File: config.mk
export PLATFORM = sky130hd
export DESIGN_NAME = out_sym_packer
export DESIGN_NICKNAME = d
export VERILOG_FILES = /design/src/rtl/out_sym_packer.sv
export SDC_FILE = /design/constraint.sdc
export NUM_CORES = 1
export LEC_CHECK = 0
export ABC_AREA = 1
export CORE_MARGIN = 2
export CORE_UTILIZATION = 25
export DETAILED_ROUTE_END_ITERATION = 8
export GPL_ROUTABILITY_DRIVEN = 1
export MAX_ROUTING_LAYER = met4
export PLACE_DENSITY = 0.55
export SKIP_LAST_GASP = 1
export SLEW_MARGIN = 15
export SYNTH_ARGS = -nofsm -noshare
export SYNTH_HDL_FRONTEND = slang
export SYNTH_SLANG_ARGS = --single-unit
File: constraint.sdc
create_clock -name clk -period 2.2 [get_ports clk]
set_input_delay 0.22 -clock clk [delete_from_list [all_inputs] [get_ports clk]]
set_output_delay 0.22 -clock clk [all_outputs]
set_load 0.05 [all_outputs]
File: src/rtl/out_sym_packer.sv
// ============================================================================
// Module   : out_sym_packer
// Brief    : Packs 2-bit decode-stage symbols LSB-first into words and queues
//            finished words in a small first-word-fall-through FIFO.
// Revision : 1.0
// ============================================================================
`default_nettype none

module out_sym_packer #(
    parameter int SYM_W      = 2,
    parameter int SYMS       = 4,
    parameter int FIFO_DEPTH = 2,
    localparam int WORD_W    = SYM_W * SYMS
) (
    input  logic              clk,
    input  logic              rst,
    input  logic              in_valid,
    output logic              in_ready,
    input  logic [SYM_W-1:0]  in_sym,
    input  logic              in_last,
    output logic              out_valid,
    input  logic              out_ready,
    output logic [WORD_W-1:0] out_data,
    output logic [2:0]        out_nsym,
    output logic              out_last,
    output logic [15:0]       word_cnt
);

    localparam int SLOT_W = (SYMS > 1) ? $clog2(SYMS) : 1;
    localparam int PTR_W  = $clog2(FIFO_DEPTH);

    typedef enum logic [0:0] {
        EMPTY   = 1'b0,
        PARTIAL = 1'b1
    } state_t;

    state_t              state_q, state_d;
    logic [SLOT_W-1:0]   slot_q, slot_d;
    logic [WORD_W-1:0]   acc_q, acc_d;
    logic [PTR_W:0]      wr_ptr_q, rd_ptr_q;
    logic [15:0]         word_cnt_q;

    logic [WORD_W-1:0]   mem_data_q [FIFO_DEPTH];
    logic [2:0]          mem_nsym_q [FIFO_DEPTH];
    logic                mem_last_q [FIFO_DEPTH];

    logic                accept;
    logic                push;
    logic                pop;
    logic                fifo_full;
    logic                fifo_empty;
    logic                last_slot;
    logic [WORD_W-1:0]   push_word;
    logic [2:0]          push_nsym;

    // Pointers carry one wrap bit so full and empty are distinguishable.
    assign fifo_empty = (wr_ptr_q == rd_ptr_q);
    assign fifo_full  = (wr_ptr_q[PTR_W] != rd_ptr_q[PTR_W]) &&
                        (wr_ptr_q[PTR_W-1:0] == rd_ptr_q[PTR_W-1:0]);

    assign in_ready  = !fifo_full;
    assign accept    = in_valid && in_ready;
    assign out_valid = !fifo_empty;
    assign pop       = out_valid && out_ready;

    assign last_slot = (slot_q == SLOT_W'(SYMS - 1));
    assign push_word = acc_q | (WORD_W'(in_sym) << (SYM_W * int'(slot_q)));
    assign push_nsym = 3'(slot_q) + 3'd1;

    always_comb begin
        state_d = state_q;
        slot_d  = slot_q;
        acc_d   = acc_q;
        push    = 1'b0;
        case (state_q)
            EMPTY: begin
                if (accept) begin
                    if (in_last || last_slot) begin
                        push = 1'b1;
                    end else begin
                        state_d = PARTIAL;
                        slot_d  = slot_q + SLOT_W'(1);
                        acc_d   = push_word;
                    end
                end
            end
            PARTIAL: begin
                if (accept) begin
                    if (in_last || last_slot) begin
                        push    = 1'b1;
                        state_d = EMPTY;
                        slot_d  = '0;
                        acc_d   = '0;
                    end else begin
                        slot_d  = slot_q + SLOT_W'(1);
                        acc_d   = push_word;
                    end
                end
            end
            default: begin
                state_d = EMPTY;
                slot_d  = '0;
                acc_d   = '0;
            end
        endcase
    end

    always_ff @(posedge clk) begin
        if (rst) begin
            state_q    <= EMPTY;
            slot_q     <= '0;
            acc_q      <= '0;
            wr_ptr_q   <= '0;
            rd_ptr_q   <= '0;
            word_cnt_q <= '0;
        end else begin
            state_q <= state_d;
            slot_q  <= slot_d;
            acc_q   <= acc_d;
            if (push) begin
                wr_ptr_q   <= wr_ptr_q + (PTR_W + 1)'(1);
                word_cnt_q <= word_cnt_q + 16'd1;
            end
            if (pop) begin
                rd_ptr_q <= rd_ptr_q + (PTR_W + 1)'(1);
            end
        end
    end

    // Storage needs no reset: outputs are masked while the FIFO is empty.
    always_ff @(posedge clk) begin
        if (push) begin
            mem_data_q[wr_ptr_q[PTR_W-1:0]] <= push_word;
            mem_nsym_q[wr_ptr_q[PTR_W-1:0]] <= push_nsym;
            mem_last_q[wr_ptr_q[PTR_W-1:0]] <= in_last;
        end
    end

    assign out_data = fifo_empty ? '0   : mem_data_q[rd_ptr_q[PTR_W-1:0]];
    assign out_nsym = fifo_empty ? 3'd0 : mem_nsym_q[rd_ptr_q[PTR_W-1:0]];
    assign out_last = fifo_empty ? 1'b0 : mem_last_q[rd_ptr_q[PTR_W-1:0]];
    assign word_cnt = word_cnt_q;

endmodule

`default_nettype wire

======== Word-level counts from Yosys, hierarchy flattened ========
Memories as Yosys holds them, arrays and structs flattened. A register that Yosys moved wholly into a read port is not among the register bits.
Cells that the tools add are included.
word-level totals
  register bits ........................... 31
  RAM bits ................................ 24
  bits of input ports ..................... 7
  output and inout bits ................... 30
  word-level logic and storage cells ...... 58
  memories kept ........................... 3
memory list
  name        depth  bits a word  read ports  clocked after memory_dff  write ports  line  source
  mem_data_q  2      8            1           1                         1            43    logic [WORD_W-1:0] mem_data_q [FIFO_DEPTH];
  mem_nsym_q  2      3            1           1                         1            44    logic [2:0] mem_nsym_q [FIFO_DEPTH];
  mem_last_q  2      1            1           1                         1            45    logic mem_last_q [FIFO_DEPTH];
operators by class
  $add $sub $neg .......................... 5
  equal/unequal tests ..................... 7
  shifts and indexed selects .............. 1
  mux-type cells .......................... 27
  bitwise logic cells ..................... 2
  reduce and logical (&&, ||, !) cells .... 7
operators with widths
  operator                                        number
  two-way mux 8 bit                               5
  adder 16 x 1 -> 16 bit (second input constant)  1
  case mux 8 bit (2 select lines)                 1
  two-way mux 1 bit                               14
  two-way mux 2 bit                               4
  OR 8 bit                                        1
  left shift 2 x 3 -> 8 bit                       1
  adder 2 x 1 -> 2 bit (second input constant)    3
  != test 2 bit (second input constant)           2
  case mux 2 bit (2 select lines)                 1
  adder 2 x 1 -> 3 bit (second input constant)    1
  logical AND 1 bit                               3
  two-way mux 3 bit                               1
  AND reduction 3 bit                             1
  equality test 2 bit                             1
  equality test 2 bit (second input constant)     1
  logical NOT 1 bit                               2
  != test 2 x 1 -> 1 bit (second input constant)  1
  case mux 1 bit (2 select lines)                 1
  equality test 1 bit                             1
  logical OR 1 bit                                1
  != test 1 bit                                   1
  NOT 1 bit                                       1

======== Longest topological paths before layout ========
Gate-level depths: netlist of the first run.
  depth in word-level cells ............... 7
  depth in mapped cells ................... 9
  depth with buffers taken out ............ 9

======== Least setup slack after synthesis of the first run ========
OpenSTA, ideal clock, no wires.
  path type ............................... register to output
  start ................................... reg wr_ptr_q[0]
  end ..................................... out out_data[0]
  arrival time ............................ 2.031 ns
  data required time ...................... 1.980 ns
  slack ................................... -0.051 ns
  cell stages (with the launch flop) ...... 8
  path through ............................ dfxtp_1 > inv_2 > nand2_1 > nand2_1 > nand3_1 > inv_1 > buf_2 > a21oi_1
between the ends
  longest elaborated chain between the ends .. 2
ends and longest elaborated chain
  what                      line  source
  start: declaration        40    logic [PTR_W:0] wr_ptr_q, rd_ptr_q;
  start signal: assignment  121   wr_ptr_q <= wr_ptr_q + (PTR_W + 1)'(1);
  equality test 2 bit       57    assign fifo_empty = (wr_ptr_q == rd_ptr_q);
  two-way mux 8 bit         139   assign out_data = fifo_empty ? '0 : mem_data_q[rd_ptr_q[PTR_W-1:0]];
  end: declaration          23    output logic [WORD_W-1:0] out_data,
Every way passes these cells.

======== Worst setup path in the final report of the first run ========
  start ................................... reg wr_ptr_q[0]
  end ..................................... out in_ready
between the ends
  longest elaborated chain between the ends .. 3
ends and longest elaborated chain
  what                 line  source
  equality test 1 bit  59    (wr_ptr_q[PTR_W-1:0] == rd_ptr_q[PTR_W-1:0]);
  logical AND 1 bit    58    assign fifo_full = (wr_ptr_q[PTR_W] != rd_ptr_q[PTR_W]) &&
  logical NOT 1 bit    61    assign in_ready = !fifo_full;
  end: declaration     18    output logic in_ready,
Every way passes these cells.

==> results of run 1 <==
cells in the final DEF (no fill, tap or decap), types with 4 or more instances in the layout:
cell type and instances:
sky130_fd_sc_hd__a21oi_1 37, sky130_fd_sc_hd__buf_12 12, sky130_fd_sc_hd__o21ai_0 7, sky130_fd_sc_hd__edfxtp_1 24
sky130_fd_sc_hd__dfxtp_1 32, sky130_fd_sc_hd__nand3_1 8, sky130_fd_sc_hd__inv_1 16, sky130_fd_sc_hd__clkbuf_8 5
sky130_fd_sc_hd__nor2_1 25, sky130_fd_sc_hd__nand4_1 4, sky130_fd_sc_hd__clkdlybuf4s50_1 23, sky130_fd_sc_hd__xor2_1 6
sky130_fd_sc_hd__o21bai_1 8, sky130_fd_sc_hd__nand2_1 105
flip-flops by register name, indices dropped and copies added (netlist names), named ones only:
| name | flops |
|---|---|
| mem_nsym_q | 6 |
| rd_ptr_q | 2 |
| slot_q | 2 |
| word_cnt | 16 |
| acc_q | 8 |
| wr_ptr_q | 2 |
| mem_last_q | 2 |
| mem_data_q | 16 |
cells in the mapped netlist (all sizes together), types with 2 or more instances:
library cell and instances:
ha 2, o21ai 8, xor2 6, inv 19, nand3 10, nand2 106, dfxtp 32, o21bai 8
a21oi 37, edfxtp 24, nor2 27, nand4 4, clkbuf 5, buf 3
path summary, 6_finish.rpt:
kind | from | endpoint | slack [ns]
setup / recovery | wr_ptr_q[0]$_SDFFE_PP0N_ | in_ready | 0.12
hold / removal | acc_q[7]$_SDFFE_PP0P_ | acc_q[7]$_SDFFE_PP0P_ | 0.46
setup reg to reg | slot_q[1]$_SDFFE_PP0P_ | mem_nsym_q[1][0]$_DFFE_PP_ | 0.44
hold reg to reg | acc_q[7]$_SDFFE_PP0P_ | acc_q[7]$_SDFFE_PP0P_ | 0.46
power breakdown:
part	switching [mW]	leakage, nW	internal [mW]
combinational	0.299	0.603	0.183
sequential	0.0257	0.485	1.12
clock	0.346	0.0445	0.227
total	0.671	1.13	1.53
worst max-delay path: cells and delay by family (launching register included):
kind | cells | cell delay (ns)
AND/OR/NAND/NOR | 3 | 0.25
flip-flops | 1 | 0.41
buffers and inverters | 2 | 0.88
final cells by class:
cell class                 count  area (µm²)
clock buffer                   5        68.8
inverter                      19        71.3
timing repair buffer          39         505
sequential                    56        1360
tap                          133         166
multi-input combinational    212        1000
clock inverter                 3        21.3
fill                        1005        6480
what timing repair did:
action	4_1_cts	5_1_grt
resized for setup	0	1
setup endpoints to repair	0	1
hold buffers	0	0
through the flow:
| step | hold WS, ns | setup slack, ns |
|---|---|---|
| 2_1_floorplan | 0.319 | -0.0506 |
| 3_3_place_gp | 0.449 | 0.374 |
| 3_5_place_dp | 0.453 | 0.338 |
| 4_1_cts | 0.469 | 0.0735 |
| 5_1_grt | 0.478 | 0.0177 |
| 6_report | 0.465 | 0.125 |
layer usage:
metal  global-route usage, %  up-vias  routed length (µm)
li1                        -     1046                   -
met1                    13.1      895                2460
met2                    17.5       40                2510
met3                    2.33       10                 173
met4                    3.96        0                  72
met5                       -        -                   0
cell families after synthesis:
kind of cell             count (synthesis)  synth area share, %
AO/OA/AOI/OAI                           53                 11.7
XOR/XNOR                                 7                 2.47
adder cells (fa/ha/maj)                  2                 1.01
buffers and inverters                   27                 4.59
flip-flops                              56                 54.9
AND/OR/NAND/NOR                        150                 25.4
==> reports/summary.txt, run 1 <==
RUN STATUS
------------------------------------------------------------------------------------------------------
Outcome                                                                                      completed

FLOORPLANNING
------------------------------------------------------------------------------------------------------
DIE AREA                                                                                     10700 µm²
Starting utilization of the core area                                                            25.6%
Area inside the core boundary                                                                 9680 µm²
Number of top-level design ports                                                                    37
Number of placement rows                                                                            36
Overall die width                                                                               104 µm
Die height                                                                                      104 µm

STA
------------------------------------------------------------------------------------------------------
Maximum clock rate                                                                           0.482 GHz
Final Hold Violating Endpoints                                                                       0
Accumulated negative setup slack                                                                  0 ns
Transition time at the pin with the least slew margin                                         0.509 ns
Final Setup Violations                                                                               0
Final setup skew                                                                            0.00779 ns
Unrepaired setup endpoints after global routing                                                     no
Shortest period the worst path allows                                                          2.08 ns
Share of the clock period used by the worst path after layout                                    94.3%
Max-slew violation count                                                                             0
Worst-case headroom to the max-slew limit                                                        66.0%

SYNTHESIS
------------------------------------------------------------------------------------------------------
Yosys warnings                                                                                       0
Gate count of the mapped netlist                                                                   295
Post-synth cell types                                                                               26
Synthesized netlist net count                                                                      304
Most used DFF post-synth                                                                  sky130_fd_sc_hd__dfxtp_1
Average size of a mapped cell                                                                 8.41 µm²
Share of the yosys chip area belonging to registers                                              54.9%
Cell accounting for the most synthesized area                                             sky130_fd_sc_hd__edfxtp_1
Count of state elements after synthesis                                                             56
Number of synthesized flops with an enable pin                                                      24
Async S/R FF share, synth                                                                           0%
Top cell type's share of synthesized area                                                        29.1%
Mapped cell area                                                                              2480 µm²
Most area-consuming cells after synthesis                                                 sky130_fd_sc_hd__edfxtp_1 (29%), sky130_fd_sc_hd__dfxtp_1 (26%), sky130_fd_sc_hd__nand2_1 (16%)

GLOBAL ROUTING
------------------------------------------------------------------------------------------------------
Overflow left after global routing                                                                   0
Via count of the first global-routing pass                                                        1963
Aggregate global-route resource usage                                                            10.7%
First-pass GRT wire length                                                                     9180 µm
Initial antenna violation count                                                                      0
Pin count of the biggest net entering global routing                                                21

CLOCK TREE
------------------------------------------------------------------------------------------------------
CTS tree                                                                                         built
Clock root buffer master                                                                  sky130_fd_sc_hd__clkbuf_8
Number of sinks on the clock net                                                                    56
Bufs on Longest Clock Path                                                                           2
Clock latency on the worst-skew pair                                                           0.31 ns
H-tree depth                                                                                         2
Clock transition at the register clock pins on the worst setup and hold paths after CTS        0.10 ns
Setup bufs post-CTS                                                                                  0
Total clock buffers created by CTS                                                                   5

FINAL LAYOUT
------------------------------------------------------------------------------------------------------
Antenna diode instance count                                                                         0
Area growth from synthesis to layout                                                             29.0%
Layout cell share with drive strength beyond 1                                                   9.88%
Final non-filler cell total                                                                        467
Final standard cell utilization of the core                                                      33.0%
Layout Nets                                                                                        342
Final Instance Area                                                                           3200 µm²

WORST SETUP PATH
------------------------------------------------------------------------------------------------------
Worst path most repeated cell                                                             sky130_fd_sc_hd__nand2_1
Critical path startpoint category                                                             register
CP peak stage delay                                                                            0.82 ns
Largest fanout of any net on the critical path                                                       4
Setup Crit Path Kind                                                                      register to output port
Critical path data arrival time                                                                1.86 ns
Kind of capture point of the worst setup path                                              output port
Cell depth of the worst flop-to-flop path                                                            5
Max stage delay cell, worst path                                                          sky130_fd_sc_hd__clkdlybuf4s50_1
Cell chain of the critical path                                                           inv_2 > nand2_1 > nand2_1 > nand2_2 > clkdlybuf4s50_1
Req. time, crit path                                                                           1.98 ns

DRT
------------------------------------------------------------------------------------------------------
Total via count in the routed design                                                              1991
1st-iter DRT viols                                                                                  49
Per-cell via count in the routed design                                                           4.26
WL per Instance                                                                                11.2 µm
Remaining routing DRC violations                                                                     0
Residual antenna-violating net count after detailed routing                                          0
Number of detailed-route iterations in the first pass                                                4
Routed wire length                                                                             5210 µm

POWER AND IR DROP
------------------------------------------------------------------------------------------------------
Pleak                                                                                          1.13 nW
Power density over the cells                                                                688 nW/µm²
Post-route total power                                                                         2.20 mW
Worst IR Drop VDD                                                                             0.238 mV

PLACEMENT
------------------------------------------------------------------------------------------------------
DP Cell Count                                                                                      459
Routability congestion estimate                                                                  0.801
Port-buffer cells                                                                                   36
Final HPWL DP                                                                                  3720 µm
Post-Place Cell Area                                                                          3110 µm²

WORST HOLD PATH
------------------------------------------------------------------------------------------------------
Path category of the worst min-delay check                                                register to register
Depth of the worst hold-timing path                                                                  2

RUN
------------------------------------------------------------------------------------------------------
Reported max-cap violation count                                                                     0

No activity file was read; power rests on OpenSTA's default activity.
==> inputs of run 2 (changes only) <==
Settings changed: MAX_ROUTING_LAYER met4 to not set.
==> run 2 against run 1 <==
Compared with the run above:
- core utilization stayed put
- via count is 0.25% higher
- non-clock buffer count stayed put
- clock-buffer cell count stayed put
- die area stayed put
- worst setup slack better by 0.00094 ns
- wire length hardly changed
- register-to-register slack hardly changed
- sequential power hardly changed
- highest routed layer unchanged
==> reports/summary.txt, run 2 (synthesized netlist as in run 1, its figures left out) <==
DRT
------------------------------------------------------------------------------------------------------
Routed wire length                                                                             5220 µm   about the same
WL per Instance                                                                                11.2 µm   about the same
1st-iter DRT viols                                                                                  47   -4.1%
Routed length on met3                                                                           205 µm   +18%
Top Layer Used                                                                                    met4
Per-cell via count in the routed design                                                           4.27   +0.25%
Total via count in the routed design                                                              1996   +0.25%
Residual antenna-violating net count after detailed routing                                          0   unchanged
Length of routed met2 wiring                                                                   2500 µm   -0.48%
Routed length on met1                                                                          2420 µm   -1.7%
Number of detailed-route iterations in the first pass                                                4   unchanged
Remaining routing DRC violations                                                                     0   unchanged

RUN
------------------------------------------------------------------------------------------------------
Reported max-cap violation count                                                                     0   unchanged

WORST SETUP PATH
------------------------------------------------------------------------------------------------------
CP peak stage delay                                                                            0.82 ns   about the same
Largest fanout of any net on the critical path                                                       4   unchanged
Worst path most repeated cell                                                             sky130_fd_sc_hd__nand2_1
Count of buffering cells on the critical path with inverters included                                2   unchanged
Critical path data arrival time                                                                1.85 ns   about the same
Setup Crit Path Kind                                                                      register to output port
Max stage delay cell, worst path                                                          sky130_fd_sc_hd__clkdlybuf4s50_1
Kind of capture point of the worst setup path                                              output port
Cell depth of the worst flop-to-flop path                                                            5   unchanged
Cell chain of the critical path                                                           inv_2 > nand2_1 > nand2_1 > nand2_2 > clkdlybuf4s50_1
Stages on the worst setup path                                                                       5   unchanged
Critical path startpoint category                                                             register
Cell family with most CP delay                                                            buffers and inverters
Req. time, crit path                                                                           1.98 ns   about the same

POWER AND IR DROP
------------------------------------------------------------------------------------------------------
Clock group share of total power                                                                 26.0%   about the same
Sequential share of power                                                                        52.1%   about the same
Net switching power                                                                             669 µW   -0.32%
Power density over the cells                                                                687 nW/µm²   -0.10%
Pint                                                                                           1.53 mW   about the same
Switching share of power                                                                         30.4%   -0.068 points
Pleak                                                                                          1.13 nW   unchanged
Combinational Power Share                                                                        21.9%   about the same
Worst IR Drop VDD                                                                             0.233 mV   -2.3%

FLOORPLANNING
------------------------------------------------------------------------------------------------------
Overall die width                                                                               104 µm   unchanged
Number of placement rows                                                                            36   unchanged
Number of top-level design ports                                                                    37   unchanged
Die height                                                                                      104 µm   unchanged
Starting utilization of the core area                                                            25.6%   unchanged
Area inside the core boundary                                                                 9680 µm²   unchanged
DIE AREA                                                                                     10700 µm²   unchanged

STA
------------------------------------------------------------------------------------------------------
Hold WS                                                                                       0.465 ns   -0.000108 ns
Final Setup Violations                                                                               0   unchanged
Max-slew violation count                                                                             0   unchanged
Transition time at the pin with the least slew margin                                         0.507 ns   -0.00250 ns
Shortest period the worst path allows                                                          2.07 ns   -0.000941 ns
Fin worst setup slack                                                                         0.126 ns   +0.000941 ns
Final Hold Violating Endpoints                                                                       0   unchanged
Maximum clock rate                                                                           0.482 GHz   about the same
Final setup skew                                                                            0.00980 ns   +0.00201 ns
Worst-case headroom to the max-slew limit                                                        66.1%   +0.17 points
Unrepaired setup endpoints after global routing                                                     no
Share of the clock period used by the worst path after layout                                    94.3%   about the same

CLOCK TREE
------------------------------------------------------------------------------------------------------
Total clock buffers created by CTS                                                                   5   unchanged
Clock latency on the worst-skew pair                                                           0.31 ns   about the same
H-tree depth                                                                                         2   unchanged
Number of sinks on the clock net                                                                    56   unchanged
Clock root buffer master                                                                  sky130_fd_sc_hd__clkbuf_8
CTS Hold Bufs                                                                                        0   unchanged
CTS tree                                                                                         built
Clock transition at the register clock pins on the worst setup and hold paths after CTS        0.10 ns   about the same
Resized cells post-CTS                                                                               0   unchanged
Setup bufs post-CTS                                                                                  0   unchanged
Bufs on Longest Clock Path                                                                           2   unchanged

FINAL LAYOUT
------------------------------------------------------------------------------------------------------
Commonest cells after routing, fill and taps aside                                        sky130_fd_sc_hd__nand2_1 (105), sky130_fd_sc_hd__a21oi_1 (37), sky130_fd_sc_hd__dfxtp_1 (32), sky130_fd_sc_hd__nor2_1 (25), sky130_fd_sc_hd__edfxtp_1 (24)
Final standard cell utilization of the core                                                      33.0%   unchanged
Commonest non-fill, non-tap cell in the layout                                            sky130_fd_sc_hd__nand2_1
Layout cell share with drive strength beyond 1                                                   9.88%   unchanged
Final non-filler cell total                                                                        467   unchanged
Area growth from synthesis to layout                                                             29.0%   unchanged
Final Instance Area                                                                           3200 µm²   unchanged
Antenna diode instance count                                                                         0   unchanged
Layout Nets                                                                                        342   unchanged

PLACEMENT
------------------------------------------------------------------------------------------------------
Final HPWL DP                                                                                  3720 µm   unchanged
DP Cell Count                                                                                      459   unchanged
Routability congestion estimate                                                                  0.790   -1.4%
Post-Place Cell Area                                                                          3110 µm²   unchanged
Worst-case setup slack after placement                                                        0.338 ns   unchanged
Port-buffer cells                                                                                   36   unchanged

GLOBAL ROUTING
------------------------------------------------------------------------------------------------------
Overflow left after global routing                                                                   0   unchanged
Via count of the first global-routing pass                                                        1961   -0.10%
Initial antenna violation count                                                                      0   unchanged
Pin count of the biggest net entering global routing                                                21   unchanged
Aggregate global-route resource usage                                                            10.4%   -0.30 points
First-pass GRT wire length                                                                     9180 µm   unchanged

RUN STATUS
------------------------------------------------------------------------------------------------------
Outcome                                                                                      completed

WORST HOLD PATH
------------------------------------------------------------------------------------------------------
Path category of the worst min-delay check                                                register to register
Depth of the worst hold-timing path                                                                  2   unchanged

run 2: cell counts in the layout (fill, tap and decap cells not counted):
No cell type changed its count.
run 2: area by class of cell:
type                            count  area (µm²)
Fill cell                        1005        6480
Sequential cell                    56        1360
Multi-Input combinational cell    212        1000
Timing Repair Buffer               39         505
Tap cell                          133         166
Inverter                           19        71.3
Clock buffer                        5        68.8
Clock inverter                      3        21.3
run 2: worst min-delay path, stage by stage, from the launching register on:
cell and delay, ns:
sky130_fd_sc_hd__dfxtp_1 0.32, sky130_fd_sc_hd__nand2_1 0.06, sky130_fd_sc_hd__a21oi_1 0.05
run 2: final timing paths:
check / slack, ns / start / endpoint
min reg2reg: 0.46 / acc_q[7]$_SDFFE_PP0P_ / acc_q[7]$_SDFFE_PP0P_
min: 0.46 / acc_q[7]$_SDFFE_PP0P_ / acc_q[7]$_SDFFE_PP0P_
max: 0.13 / wr_ptr_q[0]$_SDFFE_PP0N_ / in_ready
max reg2reg: 0.45 / slot_q[1]$_SDFFE_PP0P_ / mem_nsym_q[1][0]$_DFFE_PP_
run 2: metal layers:
layer / vias up / track usage (%)
met4: 0 / 3.96
met3: 10 / 2.52
met1: 894 / 13.0
met2: 46 / 17.5
li1: 1046 / -
met5: - / 0
run 2: power groups by stage:
stage	sequential (mW)	combinational (mW)	clock [mW]
global placement	1.17	0.484	0
CTS	1.15	0.488	0.597
global route	1.15	0.521	0.638
floorplan	1.17	0.277	0
finish	1.15	0.482	0.571
detailed placement	1.17	0.487	0
run 2: stage by stage:
stage                     TNS, ns  power (mW)
after global routing            0        2.31
final                           0        2.20
after floorplan            -0.506        1.44
after global placement          0        1.65
after CTS                       0        2.23
after detailed placement        0        1.66
==> inputs of run 3 (changes only) <==
Clock period 2.2 ns to 2.1 ns, I/O delays scaled along.
==> run 3 against run 2 <==
Compared with the run above:
- final area increased by 0.16%
- critical path depth increased by 2
- non-clock buffer count unchanged
- core utilization increased by 0.052 points
- first-iteration DRC count increased by 47%
- power increased by 5.6%
- clock power increased by 7.5%
- sequential cell count unchanged
- wire length increased by 2.9%
- highest routed layer unchanged
==> reports/summary.txt, run 3 (synthesized netlist as in run 1, its figures left out) <==
RUN STATUS
------------------------------------------------------------------------------------------------------
Outcome                                                                                      completed

POWER AND IR DROP
------------------------------------------------------------------------------------------------------
Sequential share of power                                                                        51.7%   -0.4 points
Power density over the cells                                                                725 nW/µm²   +5.4%
Clock group share of total power                                                                 26.4%   +0.4 points
Pint                                                                                           1.61 mW   +5.2%
Net switching power                                                                             713 µW   +6.6%
Combinational Power Share                                                                        21.8%   about the same
Worst IR Drop VDD                                                                             0.307 mV   +32%
Pleak                                                                                          1.12 nW   -0.87%
Post-route total power                                                                         2.32 mW   +5.6%
Switching share of power                                                                         30.7%   +0.30 points

FLOORPLANNING
------------------------------------------------------------------------------------------------------
Area inside the core boundary                                                                 9680 µm²   unchanged
Starting utilization of the core area                                                            25.6%   unchanged
Number of top-level design ports                                                                    37   unchanged
Number of placement rows                                                                            36   unchanged
Die height                                                                                      104 µm   unchanged
Overall die width                                                                               104 µm   unchanged
DIE AREA                                                                                     10700 µm²   unchanged

GLOBAL ROUTING
------------------------------------------------------------------------------------------------------
Met3 Track Usage GR                                                                              2.20%   -0.31 points
GR Util met2                                                                                     17.1%   -0.38 points
Met1 track demand over resource                                                                  12.9%   -0.11 points
Initial antenna violation count                                                                      0   unchanged
Aggregate global-route resource usage                                                            10.1%   -0.29 points
Pin count of the biggest net entering global routing                                                21   unchanged
Overflow left after global routing                                                                   0   unchanged
Gr busiest metal                                                                                  met2
Via count of the first global-routing pass                                                        1932   -1.5%
First-pass GRT wire length                                                                     8980 µm   -2.1%

STA
------------------------------------------------------------------------------------------------------
Final Setup Violations                                                                               0   unchanged
Accumulated negative setup slack                                                                  0 ns   unchanged
Share of the clock period used by the worst path after layout                                    96.0%
Worst-case headroom to the max-slew limit                                                        66.1%   about the same
Maximum clock rate                                                                           0.496 GHz
Unrepaired setup endpoints after global routing                                                    yes
Transition time at the pin with the least slew margin                                         0.507 ns   +0.000380 ns
Max-slew violation count                                                                             0   unchanged
Shortest period the worst path allows                                                          2.02 ns
Final setup skew                                                                             0.0170 ns   +0.00724 ns
Final Hold Violating Endpoints                                                                       0   unchanged

DRT
------------------------------------------------------------------------------------------------------
Residual antenna-violating net count after detailed routing                                          0   unchanged
Routed wire length                                                                             5370 µm   +2.9%
1st-iter DRT viols                                                                                  69   +47%
WL per Instance                                                                                11.5 µm   +2.9%
Per-cell via count in the routed design                                                           4.31   +0.90%
Number of detailed-route iterations in the first pass                                                4   unchanged
Remaining routing DRC violations                                                                     0   unchanged
Total via count in the routed design                                                              2014   +0.90%

PLACEMENT
------------------------------------------------------------------------------------------------------
Port-buffer cells                                                                                   36   unchanged
Final HPWL DP                                                                                  3860 µm   +3.8%
DP Cell Count                                                                                      459   unchanged
Routability congestion estimate                                                                  0.798   +1.1%

WORST HOLD PATH
------------------------------------------------------------------------------------------------------
Depth of the worst hold-timing path                                                                  2   unchanged
Startpoint of the most critical hold path                                                 acc_q[1]$_SDFFE_PP0P_
End point of the worst hold path                                                          acc_q[1]$_SDFFE_PP0P_
Path category of the worst min-delay check                                                register to register

FINAL LAYOUT
------------------------------------------------------------------------------------------------------
Final non-filler cell total                                                                        467   unchanged
Antenna diode instance count                                                                         0   unchanged
Area growth from synthesis to layout                                                             29.2%
Layout Nets                                                                                        342   unchanged
Final standard cell utilization of the core                                                      33.1%   +0.052 points
Commonest cells after routing, fill and taps aside                                        sky130_fd_sc_hd__nand2_1 (105), sky130_fd_sc_hd__a21oi_1 (36), sky130_fd_sc_hd__dfxtp_1 (32), sky130_fd_sc_hd__nor2_1 (25), sky130_fd_sc_hd__edfxtp_1 (24)
Commonest non-fill, non-tap cell in the layout                                            sky130_fd_sc_hd__nand2_1
Layout cell share with drive strength beyond 1                                                   10.5%   +0.60 points

CLOCK TREE
------------------------------------------------------------------------------------------------------
Clock latency on the worst-skew pair                                                           0.31 ns   about the same
Number of sinks on the clock net                                                                    56   unchanged
Clock root buffer master                                                                  sky130_fd_sc_hd__clkbuf_8
Total clock buffers created by CTS                                                                   5   unchanged
Bufs on Longest Clock Path                                                                           2   unchanged
H-tree depth                                                                                         2   unchanged
Clock transition at the register clock pins on the worst setup and hold paths after CTS        0.10 ns   about the same
Setup bufs post-CTS                                                                                  0   unchanged
CTS Hold Bufs                                                                                        0   unchanged
CTS tree                                                                                         built

WORST SETUP PATH
------------------------------------------------------------------------------------------------------
Max stage delay cell, worst path                                                          sky130_fd_sc_hd__dfxtp_1
Worst path most repeated cell                                                             sky130_fd_sc_hd__nand2_1
Cell chain of the critical path                                                           inv_2 > nand2_1 > nand2_1 > nand3_1 > inv_1 > a21oi_1 > buf_12
Worst r2r dst                                                                             mem_nsym_q[1][0]$_DFFE_PP_
CP peak stage delay                                                                            0.40 ns   -0.42 ns
Cell depth of the worst flop-to-flop path                                                            5   unchanged
Slack of the worst reg-to-reg path                                                             0.34 ns   -0.11 ns
Largest fanout of any net on the critical path                                                      12   +8
Startpoint of the worst setup timing path                                                 wr_ptr_q[0]$_SDFFE_PP0N_
Critical path startpoint category                                                             register
Setup Crit Path Kind                                                                      register to output port
Req. time, crit path                                                                           1.89 ns   -0.09 ns
Critical path data arrival time                                                                1.81 ns   -0.04 ns
Worst flop-to-flop path startpoint                                                        slot_q[1]$_SDFFE_PP0P_
Kind of capture point of the worst setup path                                              output port

RUN
------------------------------------------------------------------------------------------------------
Reported max-cap violation count                                                                     0   unchanged

-- run 3: cell count changes in the layout (fill, tap and decap cells not counted), sizes merged --
cell           delta
buf               +1
clkdlybuf4s50     -1
clkinv            -1
inv               +1
-- run 3: worst max-delay path by stage --
stage,to,slack [ns]
6_report,out_nsym[0],0.08
5_1_grt,out_data[5],-0.05
4_1_cts,in_ready,0.002
3_5_place_dp,wr_ptr_q[1]$_SDFFE_PP0N_,0.24
3_3_place_gp,mem_data_q[1][4]$_DFFE_PP_,0.29
2_1_floorplan,out_data[0],-0.14
-- run 3: what timing repair did --
| action | CTS | global route |
|---|---|---|
| hold endpoints to repair | 0 | 0 |
| endpoints found under the setup margin | 0 | 12 |
| gates resized for setup | 0 | 2 |
-- run 3: layer usage --
metal	part of all wire, %	wire, µm
met4	1.4	76
met1	49	2610
met5	0	0
met2	46	2480
met3	3.6	195
-- run 3: power groups by stage --
stage                     Sequential (mW)  Clock (mW)  Combinational, mW
after floorplan                      1.22           0              0.290
after global placement               1.23           0              0.506
after detailed placement             1.23           0              0.510
after CTS                            1.20       0.637              0.511
after global routing                 1.21       0.681              0.540
final                                1.20       0.614              0.507
-- run 3: final cells by class --
class,count,area [µm²]
clock buffer,5,68.8
fill,990,6480
timing repair buffer,39,503
sequential,56,1360
inverter,19,71.3
multi-input combinational,212,1010
clock inverter,3,25.0
tap,133,166
-- run 3: worst max-delay path, delay by kind of cell (launching register included) --
| kind | cells | cell delay (ns) |
|---|---|---|
| compound gates | 1 | 0.33 |
| flops | 1 | 0.40 |
| simple gates | 3 | 0.30 |
| buf+inv | 3 | 0.47 |
-- run 3: stage by stage --
step,instance area [µm²],setup WS (ns),hold WS [ns]
2_1_floorplan,2480,-0.141,0.309
3_3_place_gp,3100,0.287,0.449
3_5_place_dp,3100,0.240,0.452
4_1_cts,3200,0.00174,0.467
5_1_grt,3200,-0.0535,0.475
6_report,3200,0.0847,0.459
